[src/rtl/alu_mul.sv]
`default_nettype none
// ============================================================================
// Module   : alu_mul
// Brief    : WIDTH-bit MiniRISC ALU with multi-bit shift/rotate and a
//            multi-cycle unsigned shift-add multiplier (start/busy/done).
// Revision : 1.0 - initial release
// ============================================================================
module alu_mul #(
  parameter int WIDTH = 8
) (
  input  logic             clk,
  input  logic             rst,
  input  logic [1:0]       op_type,
  input  logic [1:0]       arith_sel,
  input  logic [1:0]       logic_sel,
  input  logic [3:0]       shift_sel,
  input  logic             shift_multi,
  input  logic             mul_start,
  input  logic [WIDTH-1:0] operand1,
  input  logic [WIDTH-1:0] operand2,
  output logic [WIDTH-1:0] result,
  output logic [WIDTH-1:0] prod_lo,
  output logic [WIDTH-1:0] prod_hi,
  output logic             busy,
  output logic             done,
  input  logic [3:0]       flag_din,
  input  logic             flag_wr,
  output logic             flag_z,
  output logic             flag_c,
  output logic             flag_n,
  output logic             flag_v
);

  localparam int CW = $clog2(WIDTH);

  localparam logic [1:0] ALU_MOVE  = 2'd0;
  localparam logic [1:0] ALU_ARITH = 2'd1;
  localparam logic [1:0] ALU_LOGIC = 2'd2;
  localparam logic [1:0] ALU_SHIFT = 2'd3;

  localparam logic [1:0] LOGIC_AND = 2'd0;
  localparam logic [1:0] LOGIC_OR  = 2'd1;
  localparam logic [1:0] LOGIC_XOR = 2'd2;

  localparam logic [1:0] SH_SHL = 2'd0;
  localparam logic [1:0] SH_SHR = 2'd1;
  localparam logic [1:0] SH_ROL = 2'd2;

  localparam int Z_FLAG = 0;
  localparam int C_FLAG = 1;
  localparam int N_FLAG = 2;
  localparam int V_FLAG = 3;

  typedef enum logic [1:0] {
    S_IDLE = 2'd0,
    S_RUN  = 2'd1,
    S_DONE = 2'd2
  } state_t;

  state_t             state_q, state_d;
  logic [CW-1:0]      cnt_q, cnt_d;
  logic [WIDTH-1:0]   mcand_q, mcand_d;
  logic [2*WIDTH-1:0] acc_q, acc_d;
  logic [WIDTH-1:0]   prod_lo_q, prod_lo_d;
  logic [WIDTH-1:0]   prod_hi_q, prod_hi_d;
  logic [3:0]         flags_q, flags_d;

  logic               sub, cin, cout, ovf;
  logic [WIDTH-1:0]   op2_x;
  logic [WIDTH:0]     sum;

  logic [CW-1:0]      sh_n, idx_l, idx_r;
  logic [WIDTH-1:0]   sh_res, logic_res;
  logic               sh_fill, sh_c, thru_c;

  logic [WIDTH:0]     part;
  logic [2*WIDTH-1:0] step;
  logic               mul_fin;

  // Subtract is a + ~b + cin; carry flag is the inverted carry-out (borrow)
  always_comb begin
    sub   = arith_sel[1];
    op2_x = operand2 ^ {WIDTH{sub}};
    cin   = arith_sel[0] ? (flags_q[C_FLAG] ^ sub) : sub;
    sum   = {1'b0, operand1} + {1'b0, op2_x} + {{WIDTH{1'b0}}, cin};
    cout  = sum[WIDTH] ^ sub;
    ovf   = (operand1[WIDTH-1] == op2_x[WIDTH-1]) &&
            (sum[WIDTH-1] != operand1[WIDTH-1]);
  end

  always_comb begin
    logic_res = operand1 & operand2;
    case (logic_sel)
      LOGIC_AND: logic_res = operand1 & operand2;
      LOGIC_OR:  logic_res = operand1 | operand2;
      LOGIC_XOR: logic_res = operand1 ^ operand2;
      default:   logic_res = {operand1[WIDTH/2-1:0], operand1[WIDTH-1:WIDTH/2]};
    endcase
  end

  // Single-bit mode is the n=1 case plus rotate-through-carry on bit [2]
  always_comb begin
    sh_n    = shift_multi ? operand2[CW-1:0] : CW'(1);
    idx_l   = CW'(0) - sh_n;
    idx_r   = sh_n - CW'(1);
    thru_c  = !shift_multi && shift_sel[2];
    sh_fill = shift_sel[3] ? operand1[WIDTH-1] : shift_sel[2];
    sh_res  = operand1;
    sh_c    = flags_q[C_FLAG];
    case (shift_sel[1:0])
      SH_SHL: begin
        sh_res = (operand1 << sh_n) | (shift_sel[2] ? ~({WIDTH{1'b1}} << sh_n) : '0);
        sh_c   = operand1[idx_l];
      end
      SH_SHR: begin
        sh_res = (operand1 >> sh_n) | (sh_fill ? ~({WIDTH{1'b1}} >> sh_n) : '0);
        sh_c   = operand1[idx_r];
      end
      SH_ROL: begin
        sh_res = (operand1 << sh_n) | (operand1 >> idx_l);
        if (thru_c) sh_res[0] = flags_q[C_FLAG];
        sh_c   = operand1[idx_l];
      end
      default: begin
        sh_res = (operand1 >> sh_n) | (operand1 << idx_l);
        if (thru_c) sh_res[WIDTH-1] = flags_q[C_FLAG];
        sh_c   = operand1[idx_r];
      end
    endcase
  end

  always_comb begin
    result = operand2;
    case (op_type)
      ALU_MOVE:  result = operand2;
      ALU_ARITH: result = sum[WIDTH-1:0];
      ALU_LOGIC: result = logic_res;
      default:   result = sh_res;
    endcase
  end

  // acc holds {partial product, remaining multiplier}; shifts right each step
  always_comb begin
    part      = {1'b0, acc_q[2*WIDTH-1:WIDTH]} + (acc_q[0] ? {1'b0, mcand_q} : '0);
    step      = {part, acc_q[WIDTH-1:1]};
    state_d   = state_q;
    cnt_d     = cnt_q;
    mcand_d   = mcand_q;
    acc_d     = acc_q;
    prod_lo_d = prod_lo_q;
    prod_hi_d = prod_hi_q;
    mul_fin   = 1'b0;
    case (state_q)
      S_IDLE, S_DONE: begin
        state_d = S_IDLE;
        if (mul_start) begin
          state_d = S_RUN;
          cnt_d   = '0;
          mcand_d = operand1;
          acc_d   = {{WIDTH{1'b0}}, operand2};
        end
      end
      S_RUN: begin
        acc_d = step;
        cnt_d = cnt_q + CW'(1);
        if (cnt_q == CW'(WIDTH - 1)) begin
          state_d                = S_DONE;
          mul_fin                = 1'b1;
          {prod_hi_d, prod_lo_d} = step;
        end
      end
      default: state_d = S_IDLE;
    endcase
  end

  always_comb begin
    flags_d = flags_q;
    if (mul_fin) begin
      flags_d[Z_FLAG] = (step == '0);
      flags_d[N_FLAG] = step[2*WIDTH-1];
      flags_d[C_FLAG] = (step[2*WIDTH-1:WIDTH] != '0);
    end else if (state_q != S_RUN) begin
      case (op_type)
        ALU_ARITH: begin
          flags_d[Z_FLAG] = (arith_sel == 2'b11) ? (flags_q[Z_FLAG] && (sum[WIDTH-1:0] == '0))
                                                  : (sum[WIDTH-1:0] == '0);
          flags_d[C_FLAG] = cout;
          flags_d[N_FLAG] = sum[WIDTH-1];
          flags_d[V_FLAG] = ovf;
        end
        ALU_LOGIC: begin
          flags_d[Z_FLAG] = (logic_res == '0);
          flags_d[N_FLAG] = logic_res[WIDTH-1];
        end
        ALU_SHIFT: begin
          flags_d[Z_FLAG] = (sh_res == '0);
          flags_d[N_FLAG] = sh_res[WIDTH-1];
          if (sh_n != '0) flags_d[C_FLAG] = sh_c;
        end
        default: flags_d = flags_q;
      endcase
    end
    if (flag_wr) flags_d = flag_din;
  end

  always_ff @(posedge clk or posedge rst) begin
    if (rst) begin
      state_q   <= S_IDLE;
      cnt_q     <= '0;
      mcand_q   <= '0;
      acc_q     <= '0;
      prod_lo_q <= '0;
      prod_hi_q <= '0;
      flags_q   <= '0;
    end else begin
      state_q   <= state_d;
      cnt_q     <= cnt_d;
      mcand_q   <= mcand_d;
      acc_q     <= acc_d;
      prod_lo_q <= prod_lo_d;
      prod_hi_q <= prod_hi_d;
      flags_q   <= flags_d;
    end
  end

  assign prod_lo = prod_lo_q;
  assign prod_hi = prod_hi_q;
  assign busy    = (state_q == S_RUN);
  assign done    = (state_q == S_DONE);
  assign flag_z  = flags_q[Z_FLAG];
  assign flag_c  = flags_q[C_FLAG];
  assign flag_n  = flags_q[N_FLAG];
  assign flag_v  = flags_q[V_FLAG];

endmodule
`default_nettype wire

[config.mk]
export PLATFORM = sky130hd
export DESIGN_NAME = alu_mul
export DESIGN_NICKNAME = d
export VERILOG_FILES = /design/src/rtl/alu_mul.sv
export SDC_FILE = /design/constraint.sdc
export NUM_CORES = 1
export LEC_CHECK = 0
export BUFFER_PORTS_ARGS = -buffer_cell sky130_fd_sc_hd__buf_2
export CAP_MARGIN = 30
export CORE_MARGIN = 5
export CORE_UTILIZATION = 49
export CTS_CLUSTER_DIAMETER = 60
export DETAILED_ROUTE_END_ITERATION = 7
export GPL_ROUTABILITY_DRIVEN = 0
export GPL_TIMING_DRIVEN = 0
export PLACE_DENSITY = 0.83
export SKIP_CTS_REPAIR_TIMING = 1
export SYNTH_ARGS = -nofsm -noshare
export SYNTH_HDL_FRONTEND = slang
export SYNTH_SLANG_ARGS = --single-unit
export TNS_END_PERCENT = 1
[constraint.sdc]
create_clock -name clk -period 2.85 [get_ports clk]
set_input_delay 0.285 -clock clk [delete_from_list [all_inputs] [get_ports clk]]
set_output_delay 0.285 -clock clk [all_outputs]
set_load 0.05 [all_outputs]
## Word-level counts from Yosys, hierarchy flattened

Index checks and enable logic that the tools add are counted.

- Register bits: 49
- Bits of input ports: 35
- Output and inout port bits: 30
- Logic and storage cells: 116

- Add/sub/neg operators: 6
- Order comparisons: 2
- Eq/ne operators: 18
- Shift operators: 6
- Muxes and demuxes: 35
- Bitwise gates (word level): 12
- Reductions and logical operators: 28

Operator list:

| cell | number |
|---|---|
| one-hot mux 8 bit (3 select lines) | 3 |
| OR 8 bit | 5 |
| one-hot mux 16 bit (2 select lines) | 1 |
| logical NOT 8 bit | 3 |
| two-way mux 8 bit | 3 |
| adder 8 x 8 -> 9 bit | 2 |
| logical NOT 16 bit | 1 |
| two-way mux 16 bit | 1 |
| NOT 8 bit | 2 |
| left shift 8 x 3 -> 8 bit | 2 |
| >> shifter 8 x 3 -> 8 bit | 2 |
| bitwise XOR 8 bit | 2 |
| two-way mux 1 bit | 14 |
| equality test 2 bit (second input constant) | 6 |
| adder 9 x 1 -> 9 bit | 1 |
| two-way mux 3 bit | 3 |
| AND 8 bit | 1 |
| equality test 2 x 1 -> 1 bit (second input constant) | 4 |
| logical NOT 2 bit | 4 |
| < comparator 3 x 4 -> 1 bit (second input constant) | 2 |
| two-way mux 4 bit | 2 |
| AND reduction 2 bit | 4 |
| nonzero test 8 bit | 1 |
| left shift 8 x 3 -> 8 bit (first input constant) | 1 |
| other kinds (25) | 37 |

## Logic depth before layout (Yosys ltp)

- Depth in word-level cells: 11
- Depth in mapped cells: 15
- Gate-level depth less buffers: 12

## Worst setup path before layout

Ideal clock, no wire load.

- Path kind: in2out
- From: input operand2[0]
- To: output result[6]
- Data arrival time: 3.477 ns
- Data required time: 2.565 ns
- Path slack: -0.912 ns
- Cell stages on the path: 14
- Path buffers: 4
- Cells stage by stage: buf_6 > buf_6 > buf_2 > buf_6 > xor2_1 > fa_1 > fa_1 > a21o_1 > a21oi_2 > o21bai_1 > a21oi_1 > xnor2_1 > nand2_1 > a21oi_1

- Cells in the longest elaborated chain, start to end: 7
- Elaborated cells on any way between the ends: 21
- Classes of those cells: add/sub: 3; shift: 6; mux: 5; bitwise: 7

RTL lines:

| what | RTL line | RTL |
|---|---|---|
| start, declared | 20 | `input logic [WIDTH-1:0] operand2,` |
| branches (longest 6 deep; another with adder 8 x 8 -> 9 bit) | -- |  |
| one-hot mux 8 bit (3 select lines) * | 134 | `case (op_type)` |
| end, declared | 21 | `output logic [WIDTH-1:0] result,` |

Every way passes the cells marked *.

## Worst setup path after layout

Same ends and word-level chain as after synthesis.

==> results_dict.tcl <==
set metrics [dict create \
    via_count 5813 \
    setup_slack_ns -0.561 \
    rsz0062_at_grt "yes" \
    pwr-share-clk_pct 8.4 \
    synth_most_common_cell "nand2_1" \
    remaining_drc_errors 19 \
    portBuffers 62 \
    hold_path.class "primary input to flop" \
    syn_avg_cell_area_um2 7.86 \
    via_per_inst 6.55 \
    fin_area_um2 6170 \
    maxSlewHeadroom_pct 46.4 \
    synth_fp_nets 749 \
    ys_ff_latch 49 \
    initial_utilization_pct 50.6 \
    startpoint_type "primary input" \
    clock_path_buffers 2 \
    max_cap_viol_count 0 \
    synth_top_area_share_pct 23.3 \
    switchingPower_mw 2.49 \
    tightest_slew_ns 0.804 \
    drtIter0Drc 913 \
    r2r_start "flags_q[1]$_DFFE_PP0P_" \
    synth_top_area_cell "dfrtp_1" \
    violations "design-rule violations, negative setup slack" \
    cp-startpoint "operand2[0]" \
    cp.required_ns 2.57 \
    hold_viol_final 0 \
    grt_pass1_vias 5449 \
    seqPwrFrac_pct 26.6 \
    synth_cell_types 79 \
    grt_overflow_total 0 \
    powerDensity_nw_per_um2 773 \
    die_area_um2 12900 \
    cp-end-kind "output pin" \
    syn2layout_area_growth_pct 17.1 \
    status "finished with violations" \
    ir_drop_v 0.000637 \
    diodes 0 \
    arrival_ns 3.13 \
    die-height_um 114 \
    setup_tns_ns -2.55 \
    netlist_instances 671 \
    drive_gt1_share_pct 22.0 \
    clkLatencyLatePin_ns 0.31 \
    hp-start "flag_din[3]" \
    synthFlopType "dfrtp_1" \
    grt.total_usage_pct 25.7 \
    wl_per_cell_um 20.2 \
    crit_type "primary input to output pin" \
    rows 37 \
    min_period_over_period_pct 120 \
    grt_pass1_wl_um 27200 \
    yosysSeqAreaShare_pct 23.3 \
    ant_nets 0 \
    cts-root-buf "clkbuf_8" \
    synth_area_leaders "dfrtp_1, ha_1, nand2_1" \
    synth_edf_count 0 \
    num_io_pins 65 \
    fill_cells 891 \
    drt_pass1_iterations 8 \
    final_nets 828 \
    finClkSkew_ns 0.0105 \
    numCtsBuffers 5 \
    place_area_um2 5800 \
    reg2regPathDepth 12 \
    hold_path_end "flags_q[3]$_DFFE_PP0P_" \
    coreArea_um2 10400 \
    htreeDepth 2 \
    yosysWarnings 0 \
    clock.fmax_mhz 293 \
    clk_pin_slew_ns 0.09 \
    leakagePower_nw 2.81 \
    finalPower_mw 4.77 \
    clkSinkCount 49 \
    intPower_mw 2.28 \
    cp_max_fo 10 \
    reg2reg_to "flags_q[0]$_DFFE_PP0P_" \
    die_w_um 114 \
    postSynth.asyncResetShare_pct 100 \
    rrSetupSlack_ns -0.30 \
    antenna_found_initial 0 \
    min_path_cells 3 \
    dp_hpwl_um 13100 \
    setup_viol 10 \
    tritoncts "built" \
    drt-total-wl_um 17900 \
    syn_area_um2 5270 \
    yosys-top-cells-count "nand2_1, dfrtp_1, nor2_1" \
    slew_viol_final 0 \
    period_minus_slack_ns 3.41 \
    combPwrFrac_pct 65.0 \
    grt_max_degree 35 \
    sw_frac_of_total_pct 52.2 \
]
-- power groups by stage --
| stage | Clock [mW] | Combinational, mW | Sequential, mW |
|---|---|---|---|
| after floorplan | 0 | 1.80 | 1.70 |
| after global placement | 0 | 2.84 | 1.26 |
| final | 0.401 | 3.10 | 1.27 |
| after detailed placement | 0 | 2.94 | 1.27 |
| after CTS | 0.414 | 2.95 | 1.26 |
| after global routing | 0.441 | 3.34 | 1.31 |
-- area by class of cell --
class | instances | area [um^2] | area share (%)
plain buffers | 46 | 272 | 4.40
clock buffers | 5 | 68.8 | 1.11
clock inverters | 3 | 17.5 | 0.284
inverters | 48 | 180 | 2.92
multi-input cells | 524 | 3770 | 61.0
flip-flops and latches | 49 | 1230 | 19.9
well taps | 136 | 170 | 2.76
repair buffers | 76 | 468 | 7.58
-- logic make-up after synthesis --
| kind of cell | after synthesis | share of synthesized area (%) |
|---|---|---|
| AOI/OAI and AO/OA | 201 | 26.4 |
| adders and majority gates | 43 | 10.6 |
| buffers and inverters | 98 | 8.19 |
| and+or+nand+nor | 235 | 21.1 |
| muxes | 25 | 7.00 |
| DFF | 49 | 23.3 |
| xor gates and xnor gates | 20 | 3.32 |
-- worst max-delay path: stages --
cell and delay (ns):
buf_12 0.12, buf_8 0.13, buf_8 0.12, buf_12 0.13, xor2_4 0.18, fa_2 0.41
fa_2 0.39, a21o_1 0.20, a21oi_2 0.17, o21bai_1 0.13, a21oi_2 0.22, xnor2_2 0.15
nand2_1 0.13, a21oi_4 0.20, buf_6 0.17
-- per-stage QoR --
stage	setup slack (ns)	std cells	hold WS, ns	util, %
after floorplan	-0.369	671	0.414	-
after global placement	-0.794	869	0.453	55.5
after detailed placement	-0.835	870	0.284	55.7
after CTS	-0.850	878	-0.0522	56.5
after global routing	-0.560	887	0.224	59.3
final	-0.561	887	0.210	59.3
-- registers in the layout, indices dropped and copies added, names as in the netlist --
signal and flops:
acc_q 16, cnt_q 3, flags_q 4, mcand_q 8, prod_hi 8, prod_lo 8
state_q 2
-- metal layers --
metal / part of all wire (%) / track usage [%] / vias to the layer above
met3: 13 / 5.46 / 122
li1: - / - / 2573
met2: 44 / 40.2 / 506
met4: 5.3 / 13.4 / 0
met1: 37 / 33.4 / 2612
met5: 0 / 0 / -
-- layout by cell type, fill, tap and decap left out, drive strengths merged, types with 11 or more instances in the layout --
cell      n
a211oi   12
a21oi    51
a31oi    13
buf      90
clkbuf   36
dfrtp    49
ha       40
inv      47
mux2i    12
nand2   104
nand2b   11
nand3    11
nor2     50
o21ai    42
-- worst max path at each step --
| stage | to | depth (start not counted) | slack (ns) |
|---|---|---|---|
| finish | result[6] | 15 | -0.56 |
| global route | result[6] | 12 | -0.56 |
| CTS | result[6] | 16 | -0.85 |
| detailed placement | result[6] | 16 | -0.83 |
| global placement | flags_q[0]$_DFFE_PP0P_ | 15 | -0.79 |
| floorplan | result[6] | 14 | -0.37 |
(Power assumes the default switching activity.)
